`config.mk`:
```
export PLATFORM = sky130hd
export DESIGN_NAME = mmss_display_scan_flat
export DESIGN_NICKNAME = d
export VERILOG_FILES = /design/src/rtl/mmss_display_scan_pkg.sv /design/src/rtl/mmss_display_scan_if.sv /design/src/rtl/bin6_to_bcd_seq.sv /design/src/rtl/mmss_display_scan.sv /design/src/flat_wrapper.sv
export SDC_FILE = /design/constraint.sdc
export NUM_CORES = 1
export LEC_CHECK = 0
export ABC_CLOCK_PERIOD_IN_PS = 3320
export CAP_MARGIN = 20
export CORE_AREA = 2 2 121 123
export CTS_CLUSTER_SIZE = 40
export DETAILED_ROUTE_END_ITERATION = 6
export DIE_AREA = 0 0 123 125
export GPL_TIMING_DRIVEN = 0
export SLEW_MARGIN = 20
export SYNTH_ARGS = -nofsm -noshare
export SYNTH_HDL_FRONTEND = slang
export SYNTH_SLANG_ARGS = --single-unit
```
`constraint.sdc`:
```
create_clock -name clk -period 3.32 [get_ports clk]
set_input_delay 0.996 -clock clk [delete_from_list [all_inputs] [get_ports clk]]
set_output_delay 0.996 -clock clk [all_outputs]
set_load 0.01 [all_outputs]
```
`src/rtl/mmss_display_scan_pkg.sv`:
```
// Shared constants for the MM.SS display scanner: segment codes, digit slots,
// capture FSM states and the double-dabble iteration count.
package mmss_disp_pkg;

  localparam int unsigned CONV_ITERS = 6;

  // Segment codes are {g,f,e,d,c,b,a}, active-low (common anode)
  localparam logic [6:0] SEG_0    = 7'b1000000;
  localparam logic [6:0] SEG_1    = 7'b1111001;
  localparam logic [6:0] SEG_2    = 7'b0100100;
  localparam logic [6:0] SEG_3    = 7'b0110000;
  localparam logic [6:0] SEG_4    = 7'b0011001;
  localparam logic [6:0] SEG_5    = 7'b0010010;
  localparam logic [6:0] SEG_6    = 7'b0000010;
  localparam logic [6:0] SEG_7    = 7'b1111000;
  localparam logic [6:0] SEG_8    = 7'b0000000;
  localparam logic [6:0] SEG_9    = 7'b0010000;
  localparam logic [6:0] SEG_DASH = 7'b0111111;
  localparam logic [6:0] SEG_OFF  = 7'b1111111;

  localparam logic [1:0] DIG_SEC_ONES = 2'd0;
  localparam logic [1:0] DIG_SEC_TENS = 2'd1;
  localparam logic [1:0] DIG_MIN_ONES = 2'd2;
  localparam logic [1:0] DIG_MIN_TENS = 2'd3;

  // Out-of-range fields are stored as this pseudo-digit
  localparam logic [3:0] DIGIT_DASH = 4'hA;

  typedef enum logic [1:0] {IDLE, CONV, COMMIT} state_t;

  function automatic logic [6:0] seg_of(input logic [3:0] d);
    case (d)
      4'd0:       return SEG_0;
      4'd1:       return SEG_1;
      4'd2:       return SEG_2;
      4'd3:       return SEG_3;
      4'd4:       return SEG_4;
      4'd5:       return SEG_5;
      4'd6:       return SEG_6;
      4'd7:       return SEG_7;
      4'd8:       return SEG_8;
      4'd9:       return SEG_9;
      DIGIT_DASH: return SEG_DASH;
      default:    return SEG_OFF;
    endcase
  endfunction

endpackage

```
`src/rtl/mmss_display_scan_if.sv`:
```
// Capture bus and display pins of the MM.SS scanner; the counter chain / board
// side is the master, the scanner is the slave.
interface mmss_display_scan_if;
  logic [5:0] min_in;
  logic [5:0] sec_in;
  logic       load;
  logic       blank;
  logic       busy;
  logic [3:0] an;
  logic [6:0] seg;
  logic       dp;

  modport master (output min_in, sec_in, load, blank, input busy, an, seg, dp);
  modport slave  (input min_in, sec_in, load, blank, output busy, an, seg, dp);
endinterface

```
`src/rtl/bin6_to_bcd_seq.sv`:
```
// Sequential 6-bit binary to two-digit BCD converter (shift-add-3), one bit
// per clock; ovf flags inputs above 59 at start.
module bin6_to_bcd_seq
  import mmss_disp_pkg::*;
(
  input  logic       clk,
  input  logic       clr,
  input  logic       start,
  input  logic [5:0] bin,
  output logic       done,
  output logic [3:0] tens,
  output logic [3:0] ones,
  output logic       ovf
);

  logic [13:0] sr;
  logic [13:0] sr_adj;
  logic [2:0]  cnt;
  logic        active;

  function automatic logic [3:0] adj(input logic [3:0] n);
    return (n >= 4'd5) ? n + 4'd3 : n;
  endfunction

  always_comb begin
    sr_adj = {adj(sr[13:10]), adj(sr[9:6]), sr[5:0]};
  end

  always_ff @(posedge clk or negedge clr) begin
    if (!clr) begin
      sr     <= '0;
      cnt    <= '0;
      active <= 1'b0;
      ovf    <= 1'b0;
    end else if (start) begin
      sr     <= {8'd0, bin};
      cnt    <= '0;
      active <= 1'b1;
      ovf    <= (bin > 6'd59);
    end else if (active) begin
      sr  <= {sr_adj[12:0], 1'b0};
      cnt <= cnt + 3'd1;
      if (cnt == 3'(CONV_ITERS - 1)) active <= 1'b0;
    end
  end

  // High during the cycle whose closing edge performs the final shift
  assign done = active && (cnt == 3'(CONV_ITERS - 1));
  assign tens = sr[13:10];
  assign ones = sr[9:6];

endmodule

```
`src/rtl/mmss_display_scan.sv`:
```
// Captures minutes/seconds, converts to BCD and scans a 4-digit common-anode
// 7-segment display as MM.SS with registered outputs.
module mmss_display_scan
  import mmss_disp_pkg::*;
#(
  parameter int unsigned SCAN_DIV = 1000,
  parameter int unsigned DP_DIGIT = 2
) (
  input logic              clk,
  input logic              clr,
  mmss_display_scan_if.slave bus
);

  state_t state, state_nxt;
  logic start;
  logic min_done, sec_done, min_ovf, sec_ovf;
  logic [3:0] min_tens, min_ones, sec_tens, sec_ones;
  logic [3:0][3:0] dig;
  logic [15:0] pre;
  logic [1:0]  idx;

  bin6_to_bcd_seq u_min (
    .clk(clk), .clr(clr), .start(start), .bin(bus.min_in),
    .done(min_done), .tens(min_tens), .ones(min_ones), .ovf(min_ovf)
  );

  bin6_to_bcd_seq u_sec (
    .clk(clk), .clr(clr), .start(start), .bin(bus.sec_in),
    .done(sec_done), .tens(sec_tens), .ones(sec_ones), .ovf(sec_ovf)
  );

  always_ff @(posedge clk or negedge clr) begin
    if (!clr) state <= IDLE;
    else      state <= state_nxt;
  end

  always_comb begin
    state_nxt = state;
    case (state)
      IDLE:    if (bus.load) state_nxt = CONV;
      CONV:    if (min_done && sec_done) state_nxt = COMMIT;
      COMMIT:  state_nxt = IDLE;
      default: state_nxt = IDLE;
    endcase
  end

  always_comb begin
    start    = (state == IDLE) && bus.load;
    bus.busy = (state != IDLE);
  end

  always_ff @(posedge clk or negedge clr) begin
    if (!clr) begin
      dig <= '0;
    end else if (state == COMMIT) begin
      dig[DIG_SEC_ONES] <= sec_ovf ? DIGIT_DASH : sec_ones;
      dig[DIG_SEC_TENS] <= sec_ovf ? DIGIT_DASH : sec_tens;
      dig[DIG_MIN_ONES] <= min_ovf ? DIGIT_DASH : min_ones;
      dig[DIG_MIN_TENS] <= min_ovf ? DIGIT_DASH : min_tens;
    end
  end

  always_ff @(posedge clk or negedge clr) begin
    if (!clr) begin
      pre <= '0;
      idx <= '0;
    end else if (pre == 16'(SCAN_DIV - 1)) begin
      pre <= '0;
      idx <= idx + 2'd1;
    end else begin
      pre <= pre + 16'd1;
    end
  end

  // Driven from the pre-edge index, so pins trail idx by one clock
  always_ff @(posedge clk or negedge clr) begin
    if (!clr) begin
      bus.an  <= '1;
      bus.seg <= SEG_OFF;
      bus.dp  <= 1'b1;
    end else if (bus.blank) begin
      bus.an  <= '1;
      bus.seg <= SEG_OFF;
      bus.dp  <= 1'b1;
    end else begin
      bus.an  <= ~(4'b0001 << idx);
      bus.seg <= seg_of(dig[idx]);
      bus.dp  <= ~(idx == 2'(DP_DIGIT));
    end
  end

endmodule

```
`src/flat_wrapper.sv`:
```
// flat-port wrapper written by rule: the top's interface ports become plain ports
module mmss_display_scan_flat import mmss_disp_pkg::*;
#(
  parameter int unsigned SCAN_DIV = 1000,
  parameter int unsigned DP_DIGIT = 2
)
  (clk, clr, bus_min_in, bus_sec_in, bus_load, bus_blank, bus_busy, bus_an, bus_seg, bus_dp);
  mmss_display_scan_if bus_i ();
  input logic clk;
  input logic clr;
  input wire logic [$bits(bus_i.min_in)-1:0] bus_min_in;
  input wire logic [$bits(bus_i.sec_in)-1:0] bus_sec_in;
  input wire logic [$bits(bus_i.load)-1:0] bus_load;
  input wire logic [$bits(bus_i.blank)-1:0] bus_blank;
  output wire logic [$bits(bus_i.busy)-1:0] bus_busy;
  output wire logic [$bits(bus_i.an)-1:0] bus_an;
  output wire logic [$bits(bus_i.seg)-1:0] bus_seg;
  output wire logic [$bits(bus_i.dp)-1:0] bus_dp;
  assign bus_i.min_in = bus_min_in;
  assign bus_i.sec_in = bus_sec_in;
  assign bus_i.load = bus_load;
  assign bus_i.blank = bus_blank;
  assign bus_busy = bus_i.busy;
  assign bus_an = bus_i.an;
  assign bus_seg = bus_i.seg;
  assign bus_dp = bus_i.dp;
  mmss_display_scan #(.SCAN_DIV(SCAN_DIV), .DP_DIGIT(DP_DIGIT)) u_core (.clk(clk), .clr(clr), .bus(bus_i));
endmodule
```
==> flow_summary.html, run 1 <==
<table>
<tr><th>Metric</th><th>Value</th></tr>
<tr><th colspan="2">Yosys</th></tr>
<tr><td>Number of distinct library cells after synthesis</td><td>42</td></tr>
<tr><td>Number of storage elements in the synthesis netlist</td><td>85</td></tr>
<tr><td>YS warnings</td><td>0</td></tr>
<tr><td>Number of synthesized flops with an enable pin</td><td>0</td></tr>
<tr><td>Share of flip-flops with an asynchronous set or reset</td><td>100%</td></tr>
<tr><td>Netlist area before placement</td><td>4150 µm²</td></tr>
<tr><td>Area fraction of the dominant cell type after synthesis</td><td>44.6%</td></tr>
<tr><td>Cell taking the most area after synthesis</td><td>sky130_fd_sc_hd__dfrtp_1</td></tr>
<tr><td>Portion of the post-synthesis area used by sequential elements</td><td>51.5%</td></tr>
<tr><td>Net Count, Synth</td><td>443</td></tr>
<tr><td>Synthesized area per cell</td><td>10.3 µm²</td></tr>
<tr><td>Top post-synthesis cells by area</td><td>sky130_fd_sc_hd__dfrtp_1, sky130_fd_sc_hd__dfstp_2, sky130_fd_sc_hd__ha_1</td></tr>
<tr><td>Post-synthesis instance total</td><td>405</td></tr>
<tr><td>Main flop type after synthesis</td><td>sky130_fd_sc_hd__dfrtp_1</td></tr>
<tr><th colspan="2">STA</th></tr>
<tr><td>Period utilisation layout</td><td>74.2%</td></tr>
<tr><td>Post-route minimum period</td><td>2460 ps</td></tr>
<tr><td>Peak clock frequency supported by timing</td><td>0.406 GHz</td></tr>
<tr><td>Worst Slack Setup Final</td><td>855 ps</td></tr>
<tr><td>Max-slew violations</td><td>0</td></tr>
<tr><td>Tightest slew margin relative to the limit</td><td>59.9%</td></tr>
<tr><td>Transition time of the tightest slew-check pin</td><td>601 ps</td></tr>
<tr><td>Final setup skew</td><td>4.71 ps</td></tr>
<tr><td>Final setup vio count</td><td>0</td></tr>
<tr><td>Final count of hold timing violations</td><td>0</td></tr>
<tr><td>Setup repair after global routing missed its margin</td><td>no</td></tr>
<tr><td>Hold WS</td><td>477 ps</td></tr>
<tr><td>Final sum of negative setup slack</td><td>0 ps</td></tr>
<tr><th colspan="2">Cells and area</th></tr>
<tr><td>Area growth from synthesis to layout</td><td>19.3%</td></tr>
<tr><td>Final net count</td><td>483</td></tr>
<tr><td>Filler cell count</td><td>1471</td></tr>
<tr><td>Most frequent cells in the layout</td><td>sky130_fd_sc_hd__dfrtp_1, sky130_fd_sc_hd__nand2_1, sky130_fd_sc_hd__nor2_1</td></tr>
<tr><td>Commonest non-fill, non-tap cell in the layout</td><td>sky130_fd_sc_hd__dfrtp_1</td></tr>
<tr><td>Share of final-layout standard cells stronger than drive strength 1</td><td>9.56%</td></tr>
<tr><td>Final std cells w/o fill</td><td>634</td></tr>
<tr><td>Antenna Cells</td><td>0</td></tr>
<tr><th colspan="2">Run</th></tr>
<tr><td>Maxcap violations</td><td>0</td></tr>
<tr><th colspan="2">Drt</th></tr>
<tr><td>Final routed DRC violation total</td><td>0</td></tr>
<tr><td>Iteration-0 DRC count of the detailed router</td><td>140</td></tr>
<tr><td>Iteration count of the initial detailed-routing pass</td><td>4</td></tr>
<tr><td>Routed wire length per instance</td><td>11.8 µm</td></tr>
<tr><td>Number of vias after detailed routing</td><td>2844</td></tr>
<tr><td>Detailed Route WL</td><td>7.49 mm</td></tr>
<tr><td>Residual antenna-violating net count after detailed routing</td><td>0</td></tr>
<tr><td>Routed via count divided by cell count</td><td>4.49</td></tr>
<tr><th colspan="2">Clocking</th></tr>
<tr><td>Clk slew on worst S/H paths</td><td>50 ps</td></tr>
<tr><td># Post-CTS Setup Buffers</td><td>0</td></tr>
<tr><td>TritonCTS clock tree</td><td>done</td></tr>
<tr><td>CTS resizes</td><td>0</td></tr>
<tr><td>Clock net sink count</td><td>85</td></tr>
<tr><td>Source-to-sink clock delay at the later pin of the worst-skew pair</td><td>340 ps</td></tr>
<tr><td>Number of H-tree levels</td><td>3</td></tr>
<tr><td>Number of buffers added by the clock tree synthesis step</td><td>9</td></tr>
<tr><td>Longest Clk Path Bufs</td><td>2</td></tr>
<tr><td>Number of buffers added to fix hold violations after cts</td><td>0</td></tr>
<tr><td>Clock tree root buffer cell</td><td>sky130_fd_sc_hd__clkbuf_16</td></tr>
<tr><th colspan="2">Place</th></tr>
<tr><td>RePlAce Congestion</td><td>0.764</td></tr>
<tr><td>Placed cell count</td><td>618</td></tr>
<tr><td>Worst slack, placed</td><td>613 ps</td></tr>
<tr><td>Quantity of I/O buffers inserted on ports</td><td>28</td></tr>
<tr><td>HPWL Detailed</td><td>5.37 mm</td></tr>
<tr><th colspan="2">Floorplan</th></tr>
<tr><td>Number of placed I/O pins</td><td>29</td></tr>
<tr><td>Placeable core area</td><td>14200 µm²</td></tr>
<tr><td>Die Span Y</td><td>125 µm</td></tr>
<tr><td>Width of the die</td><td>123 µm</td></tr>
<tr><td>Total Die Area</td><td>15400 µm²</td></tr>
<tr><td>Initial core utilization</td><td>29.2%</td></tr>
<tr><td>Number of core rows</td><td>44</td></tr>
<tr><th colspan="2">Worst setup path</th></tr>
<tr><td>Crit path launch type</td><td>register</td></tr>
<tr><td>Peak fanout along the critical path</td><td>2</td></tr>
<tr><td>Worst path required time</td><td>2320 ps</td></tr>
<tr><td>Reg2Reg Setup Slack</td><td>1410 ps</td></tr>
<tr><td>CP arrival</td><td>1470 ps</td></tr>
<tr><td>Crit end category</td><td>primary output</td></tr>
<tr><td>Category of the most critical setup path</td><td>register to primary output</td></tr>
<tr><th colspan="2">Global routing</th></tr>
<tr><td>Pin count of the biggest net entering global routing</td><td>45</td></tr>
<tr><td>Number of antenna violations at the first check in global routing</td><td>0</td></tr>
<tr><td>Wire length of the first global-routing pass</td><td>12.9 mm</td></tr>
<tr><td>Via count of the first global-routing pass</td><td>2884</td></tr>
<tr><td>GRT Overall Usage</td><td>10.6%</td></tr>
<tr><td>Global route overflow</td><td>0</td></tr>
<tr><th colspan="2">Min path</th></tr>
<tr><td>Path category of the worst min-delay check</td><td>register to register</td></tr>
<tr><th colspan="2">Pwr</th></tr>
<tr><td>Proportion of power drawn by flip-flops and latches</td><td>46.9%</td></tr>
<tr><td>LEAKAGE</td><td>2.09 nW</td></tr>
<tr><td>Internal Power</td><td>2.06 mW</td></tr>
<tr><td>Sum of internal, switching and leakage power</td><td>2.92 mW</td></tr>
<tr><td>Power Dens Cells</td><td>589 nW/µm²</td></tr>
<tr><td>Largest vdd supply drop</td><td>0.264 mV</td></tr>
<tr><td>Switching power summed over all nets</td><td>857 µW</td></tr>
<tr><td>Switching portion of total power</td><td>29.4%</td></tr>
<tr><td>Clock network power share</td><td>31.6%</td></tr>
<tr><td>Comb pwr share</td><td>21.5%</td></tr>
<tr><th colspan="2">Run status</th></tr>
<tr><td>Result of the run</td><td>complete, no violations</td></tr>
</table>
power by group through the flow:
| stage | combinational [mW] | clock, mW | sequential [mW] |
|---|---|---|---|
| after global routing | 0.727 | 0.990 | 1.40 |
| after global placement | 0.603 | 0 | 1.38 |
| final | 0.626 | 0.922 | 1.37 |
| after floorplan | 0.486 | 0 | 1.35 |
| after CTS | 0.637 | 0.948 | 1.37 |
| after detailed placement | 0.633 | 0 | 1.39 |
path summary, 6_finish.rpt:
kind | start | end | cells after the start
worst min-delay path | u_core.pre[15] | u_core.pre[15] | 1
max in group asynchronous | clr | u_core.bus.seg[4] | 2
worst max register to register | u_core.idx[0] | u_core.bus.seg[5] | 7
worst max-delay path | u_core.bus.an[2] | bus_an[2] | 2
min in group asynchronous | clr | u_core.u_sec.sr[2] | 1
worst min register to register | u_core.pre[15] | u_core.pre[15] | 1
cells by family after synthesis:
logic type / share of synthesized area [%]
flops: 51.5
xor+xnor: 5.27
mux: 7.53
compound gates: 8.70
simple gates: 16.6
fa+ha+maj: 6.63
buf+inv: 3.73
final cells by class:
type,instances,area (µm²),area share (%)
plain buffers,18,87.6,1.77
multi-input cells,284,1860,37.5
clock buffers,14,264,5.33
clock inverters,2,10.0,0.202
well taps,184,230,4.65
inverters,18,67.6,1.36
repair buffers,29,298,6.01
flip-flops and latches,85,2140,43.2
layer usage:
layer	share of wire [%]	routed length (µm)	global-route usage [%]
met1	47	3540	12.5
met2	48	3570	17.8
met3	3.9	294	3.42
met4	1.1	79	4.01
met5	0	0	0
per-stage QoR:
stage | utilization, % | instance area (µm²)
CTS | 34.9 | 4960
detailed placement | 33.0 | 4680
global route | 34.9 | 4960
global placement | 32.8 | 4660
floorplan | - | 4150
finish | 34.9 | 4960
critical path: stages (launching register included):
cell	delay [ps]
sky130_fd_sc_hd__dfstp_2	530
sky130_fd_sc_hd__buf_4	90
sky130_fd_sc_hd__clkdlybuf4s50_1	520
registers in the layout (all words and copies together), names as in the netlist:
name                 flops
u_core.bus.seg           7
u_core.u_min.ovf         1
u_core.pre              16
u_core.u_sec.active      1
u_core.u_sec.sr         14
u_core.u_min.cnt         3
u_core.bus.an            4
u_core.u_sec.ovf         1
u_core.dig              16
u_core.idx               2
u_core.u_min.sr         14
u_core.u_min.active      1
u_core.u_sec.cnt         3
u_core.state             2
synthesized netlist by cell type (2+ instances only):
cell / n
sky130_fd_sc_hd__mux4_2: 4
sky130_fd_sc_hd__xor2_1: 5
sky130_fd_sc_hd__nor2_1: 38
sky130_fd_sc_hd__buf_1: 6
sky130_fd_sc_hd__a21o_1: 2
sky130_fd_sc_hd__xnor2_1: 20
sky130_fd_sc_hd__dfrtp_1: 74
sky130_fd_sc_hd__nand4_1: 4
sky130_fd_sc_hd__mux2_2: 2
sky130_fd_sc_hd__buf_6: 2
sky130_fd_sc_hd__nand3_1: 12
sky130_fd_sc_hd__nor4b_1: 2
sky130_fd_sc_hd__ha_1: 22
sky130_fd_sc_hd__nand2b_1: 16
sky130_fd_sc_hd__o211ai_1: 2
sky130_fd_sc_hd__o31ai_1: 5
sky130_fd_sc_hd__o21ai_0: 35
sky130_fd_sc_hd__mux2i_1: 20
sky130_fd_sc_hd__and3_1: 6
sky130_fd_sc_hd__dfstp_2: 11
sky130_fd_sc_hd__a21oi_1: 15
sky130_fd_sc_hd__a211oi_1: 2
sky130_fd_sc_hd__o21ai_1: 2
sky130_fd_sc_hd__nor2_2: 2
sky130_fd_sc_hd__nor3_1: 2
sky130_fd_sc_hd__clkbuf_1: 8
sky130_fd_sc_hd__inv_1: 17
sky130_fd_sc_hd__nand2_1: 55
Power figures use the tool's default switching activity.
==> run 2, diff against run 1 <==
- ABC_CLOCK_PERIOD_IN_PS: 3320 -> 2200
- clock period: 3.32 -> 2.2 ns (I/O delays scaled with it)
==> flow_summary.html, run 2 (synthesis gave the netlist of run 1 again) <==
<table>
<tr><th>Metric</th><th>Value</th></tr>
<tr><th colspan="2">Run status</th></tr>
<tr><td>Result of the run</td><td>complete, no violations</td></tr>
<tr><th colspan="2">Global routing</th></tr>
<tr><td>Wire length of the first global-routing pass</td><td>12.9 mm (unchanged)</td></tr>
<tr><td>Met2 global-route usage</td><td>17.8% (unchanged)</td></tr>
<tr><td>Number of antenna violations at the first check in global routing</td><td>0 (unchanged)</td></tr>
<tr><td>Pin count of the biggest net entering global routing</td><td>45 (unchanged)</td></tr>
<tr><td>Global route overflow</td><td>0 (unchanged)</td></tr>
<tr><td>Met1 layer usage reported by global route</td><td>12.5% (unchanged)</td></tr>
<tr><td>Met3 routing resource usage after global routing</td><td>3.42% (unchanged)</td></tr>
<tr><td>Global route hottest layer</td><td>met2</td></tr>
<tr><td>Via count of the first global-routing pass</td><td>2884 (unchanged)</td></tr>
<tr><td>GRT Overall Usage</td><td>10.6% (unchanged)</td></tr>
<tr><th colspan="2">Place</th></tr>
<tr><td>Quantity of I/O buffers inserted on ports</td><td>28 (unchanged)</td></tr>
<tr><td>RePlAce Congestion</td><td>0.764 (unchanged)</td></tr>
<tr><td>Cell area reported after detailed placement</td><td>4680 µm² (unchanged)</td></tr>
<tr><td>HPWL Detailed</td><td>5.37 mm (unchanged)</td></tr>
<tr><td>Placed cell count</td><td>618 (unchanged)</td></tr>
<tr><td>Worst slack, placed</td><td>-171 ps (-784 ps)</td></tr>
<tr><th colspan="2">Pwr</th></tr>
<tr><td>Largest vdd supply drop</td><td>0.399 mV (+51%)</td></tr>
<tr><td>Power Dens Cells</td><td>888 nW/µm² (+51%)</td></tr>
<tr><td>Switching portion of total power</td><td>29.4% (+0.030 points)</td></tr>
<tr><td>Clock network power share</td><td>31.6% (about the same)</td></tr>
<tr><td>Switching power summed over all nets</td><td>1.30 mW (+51%)</td></tr>
<tr><td>Sum of internal, switching and leakage power</td><td>4.41 mW (+51%)</td></tr>
<tr><td>LEAKAGE</td><td>2.09 nW (about the same)</td></tr>
<tr><td>Comb pwr share</td><td>21.5% (about the same)</td></tr>
<tr><td>Internal Power</td><td>3.11 mW (+51%)</td></tr>
<tr><td>Proportion of power drawn by flip-flops and latches</td><td>46.9% (about the same)</td></tr>
<tr><th colspan="2">Cells and area</th></tr>
<tr><td>Most frequent cells in the layout</td><td>sky130_fd_sc_hd__dfrtp_1, sky130_fd_sc_hd__nand2_1, sky130_fd_sc_hd__nor2_1</td></tr>
<tr><td>Final std cells w/o fill</td><td>634 (unchanged)</td></tr>
<tr><td>Antenna Cells</td><td>0 (unchanged)</td></tr>
<tr><td>Area growth from synthesis to layout</td><td>19.4% (about the same)</td></tr>
<tr><td>Share of final-layout standard cells stronger than drive strength 1</td><td>9.78% (+0.22 points)</td></tr>
<tr><td>Largest registers ranked by flip-flop count</td><td>u_core.dig x16, u_core.pre x16</td></tr>
<tr><td>Post-layout instance area</td><td>4960 µm² (about the same)</td></tr>
<tr><td>Final net count</td><td>483 (unchanged)</td></tr>
<tr><td>Commonest non-fill, non-tap cell in the layout</td><td>sky130_fd_sc_hd__dfrtp_1</td></tr>
<tr><td>Core utilization of the finished layout</td><td>34.9% (about the same)</td></tr>
<tr><th colspan="2">Worst setup path</th></tr>
<tr><td>Path depth of the worst reg2reg path</td><td>7 (unchanged)</td></tr>
<tr><td>CP arrival</td><td>1470 ps (about the same)</td></tr>
<tr><td>Reg2Reg Setup Slack</td><td>290 ps (-1120 ps)</td></tr>
<tr><td>Worst reg2reg path startpoint</td><td>u_core.idx[0]</td></tr>
<tr><td>Peak fanout along the critical path</td><td>2 (unchanged)</td></tr>
<tr><td>WP depth</td><td>2 (unchanged)</td></tr>
<tr><td>Critical path buffer and inverter count</td><td>2 (unchanged)</td></tr>
<tr><td>Worst path required time</td><td>1540 ps (-780 ps)</td></tr>
<tr><td>Category of the most critical setup path</td><td>register to primary output</td></tr>
<tr><td>Crit end category</td><td>primary output</td></tr>
<tr><td>End point of the critical path</td><td>bus_an[2]</td></tr>
<tr><td>Largest delay contributor family on the critical path</td><td>buffers and inverters</td></tr>
<tr><td>Critical path launch point</td><td>u_core.bus.an[2]</td></tr>
<tr><td>Crit-path slowest cell</td><td>sky130_fd_sc_hd__dfstp_2</td></tr>
<tr><td>List of cells traversed by the critical path</td><td>buf_4, clkdlybuf4s50_1</td></tr>
<tr><td>Slowest stage delay, CP</td><td>530 ps (about the same)</td></tr>
<tr><td>Crit path launch type</td><td>register</td></tr>
<tr><td>FF-to-FF End</td><td>u_core.bus.seg[5]</td></tr>
<tr><th colspan="2">Floorplan</th></tr>
<tr><td>Width of the die</td><td>123 µm (unchanged)</td></tr>
<tr><td>Die Span Y</td><td>125 µm (unchanged)</td></tr>
<tr><td>Total Die Area</td><td>15400 µm² (unchanged)</td></tr>
<tr><td>Initial core utilization</td><td>29.2% (unchanged)</td></tr>
<tr><td>Number of core rows</td><td>44 (unchanged)</td></tr>
<tr><td>Placeable core area</td><td>14200 µm² (unchanged)</td></tr>
<tr><td>Number of placed I/O pins</td><td>29 (unchanged)</td></tr>
<tr><th colspan="2">Drt</th></tr>
<tr><td>Detailed Route WL</td><td>7.49 mm (about the same)</td></tr>
<tr><td>Number of vias after detailed routing</td><td>2857 (+0.46%)</td></tr>
<tr><td>Iteration count of the initial detailed-routing pass</td><td>4 (unchanged)</td></tr>
<tr><td>Routed via count divided by cell count</td><td>4.51 (+0.46%)</td></tr>
<tr><td>Iteration-0 DRC count of the detailed router</td><td>141 (+0.71%)</td></tr>
<tr><td>Routed wire length per instance</td><td>11.8 µm (about the same)</td></tr>
<tr><td>Final routed DRC violation total</td><td>0 (unchanged)</td></tr>
<tr><td>Residual antenna-violating net count after detailed routing</td><td>0 (unchanged)</td></tr>
<tr><th colspan="2">STA</th></tr>
<tr><td>Tightest slew margin relative to the limit</td><td>59.9% (about the same)</td></tr>
<tr><td>Final count of hold timing violations</td><td>0 (unchanged)</td></tr>
<tr><td>Peak clock frequency supported by timing</td><td>0.470 GHz</td></tr>
<tr><td>Worst Slack Setup Final</td><td>72.4 ps (-783 ps)</td></tr>
<tr><td>Setup repair after global routing missed its margin</td><td>no</td></tr>
<tr><td>Final setup vio count</td><td>0 (unchanged)</td></tr>
<tr><td>Transition time of the tightest slew-check pin</td><td>601 ps (+0.00137 ps)</td></tr>
<tr><td>Period utilisation layout</td><td>96.7%</td></tr>
<tr><td>Post-route minimum period</td><td>2130 ps</td></tr>
<tr><td>Final setup skew</td><td>5.63 ps (+0.924 ps)</td></tr>
<tr><td>Max-slew violations</td><td>0 (unchanged)</td></tr>
<tr><th colspan="2">Clocking</th></tr>
<tr><td>Clk slew on worst S/H paths</td><td>60 ps (about the same)</td></tr>
<tr><td>Number of buffers added by the clock tree synthesis step</td><td>9 (unchanged)</td></tr>
<tr><td># Post-CTS Setup Buffers</td><td>0 (unchanged)</td></tr>
<tr><td>Source-to-sink clock delay at the later pin of the worst-skew pair</td><td>340 ps (about the same)</td></tr>
<tr><td>TritonCTS clock tree</td><td>done</td></tr>
<tr><td>Longest Clk Path Bufs</td><td>2 (unchanged)</td></tr>
<tr><td>Clock net sink count</td><td>85 (unchanged)</td></tr>
<tr><td>Number of H-tree levels</td><td>3 (unchanged)</td></tr>
<tr><td>Clock tree root buffer cell</td><td>sky130_fd_sc_hd__clkbuf_16</td></tr>
<tr><th colspan="2">Run</th></tr>
<tr><td>Maxcap violations</td><td>0 (unchanged)</td></tr>
<tr><th colspan="2">Min path</th></tr>
<tr><td>Path category of the worst min-delay check</td><td>input port to asynchronous set/reset pin</td></tr>
</table>
run 2: metrics by stage:
step	hold slack [ps]	setup TNS [ps]
6_report	310	0
2_1_floorplan	364	0
5_1_grt	347	0
4_1_cts	328	0
3_3_place_gp	466	-210180
3_5_place_dp	465	-3670
run 2: worst min-delay path by stage:
stage                        start            endpoint  slack, ps  cells past startpoint
CTS                            clr  u_core.u_sec.sr[2]        330                      1
global placement    u_core.dig[10]      u_core.dig[10]        470                      2
global route                   clr  u_core.u_sec.sr[2]        350                      1
detailed placement  u_core.pre[15]      u_core.pre[15]        470                      1
finish                         clr  u_core.u_sec.sr[2]        310                      1
floorplan                      clr       u_core.dig[0]        360                      0
run 2: repair_timing:
action	in CTS	in global routing
hold buffers	0	0
setup endpoints to repair	0	1
gates resized for setup	0	1
run 2: per-layer routing:
layer / part of all wire [%] / wire length [µm]
met4: 1.1 / 79
met1: 47 / 3560
met2: 48 / 3570
met5: 0 / 0
met3: 3.8 / 284
run 2: cell type report:
cell class / instances / area [µm²]
well taps: 184 / 230
clock inverters: 2 / 10.0
clock buffers: 14 / 264
inverters: 18 / 67.6
flip-flops and latches: 85 / 2140
plain buffers: 18 / 87.6
multi-input cells: 284 / 1860
repair buffers: 29 / 298
fillers: 1471 / 9250
run 2: worst reg2reg max path: cells and delay by family, from the launching register on:
kind / cells / cell delay, ps
compound gates: 2 / 290
fa+ha+maj: 1 / 190
buf+inv: 2 / 300
flops: 1 / 390
mux: 1 / 590
simple gates: 1 / 50
run 2: power groups by stage:
stage | Combinational [mW] | Sequential (mW) | Clock (mW)
5_1_grt | 1.10 | 2.11 | 1.49
2_1_floorplan | 0.733 | 2.03 | 0
6_report | 0.947 | 2.07 | 1.39
3_3_place_gp | 0.910 | 2.08 | 0
4_1_cts | 0.962 | 2.07 | 1.43
3_5_place_dp | 0.956 | 2.09 | 0
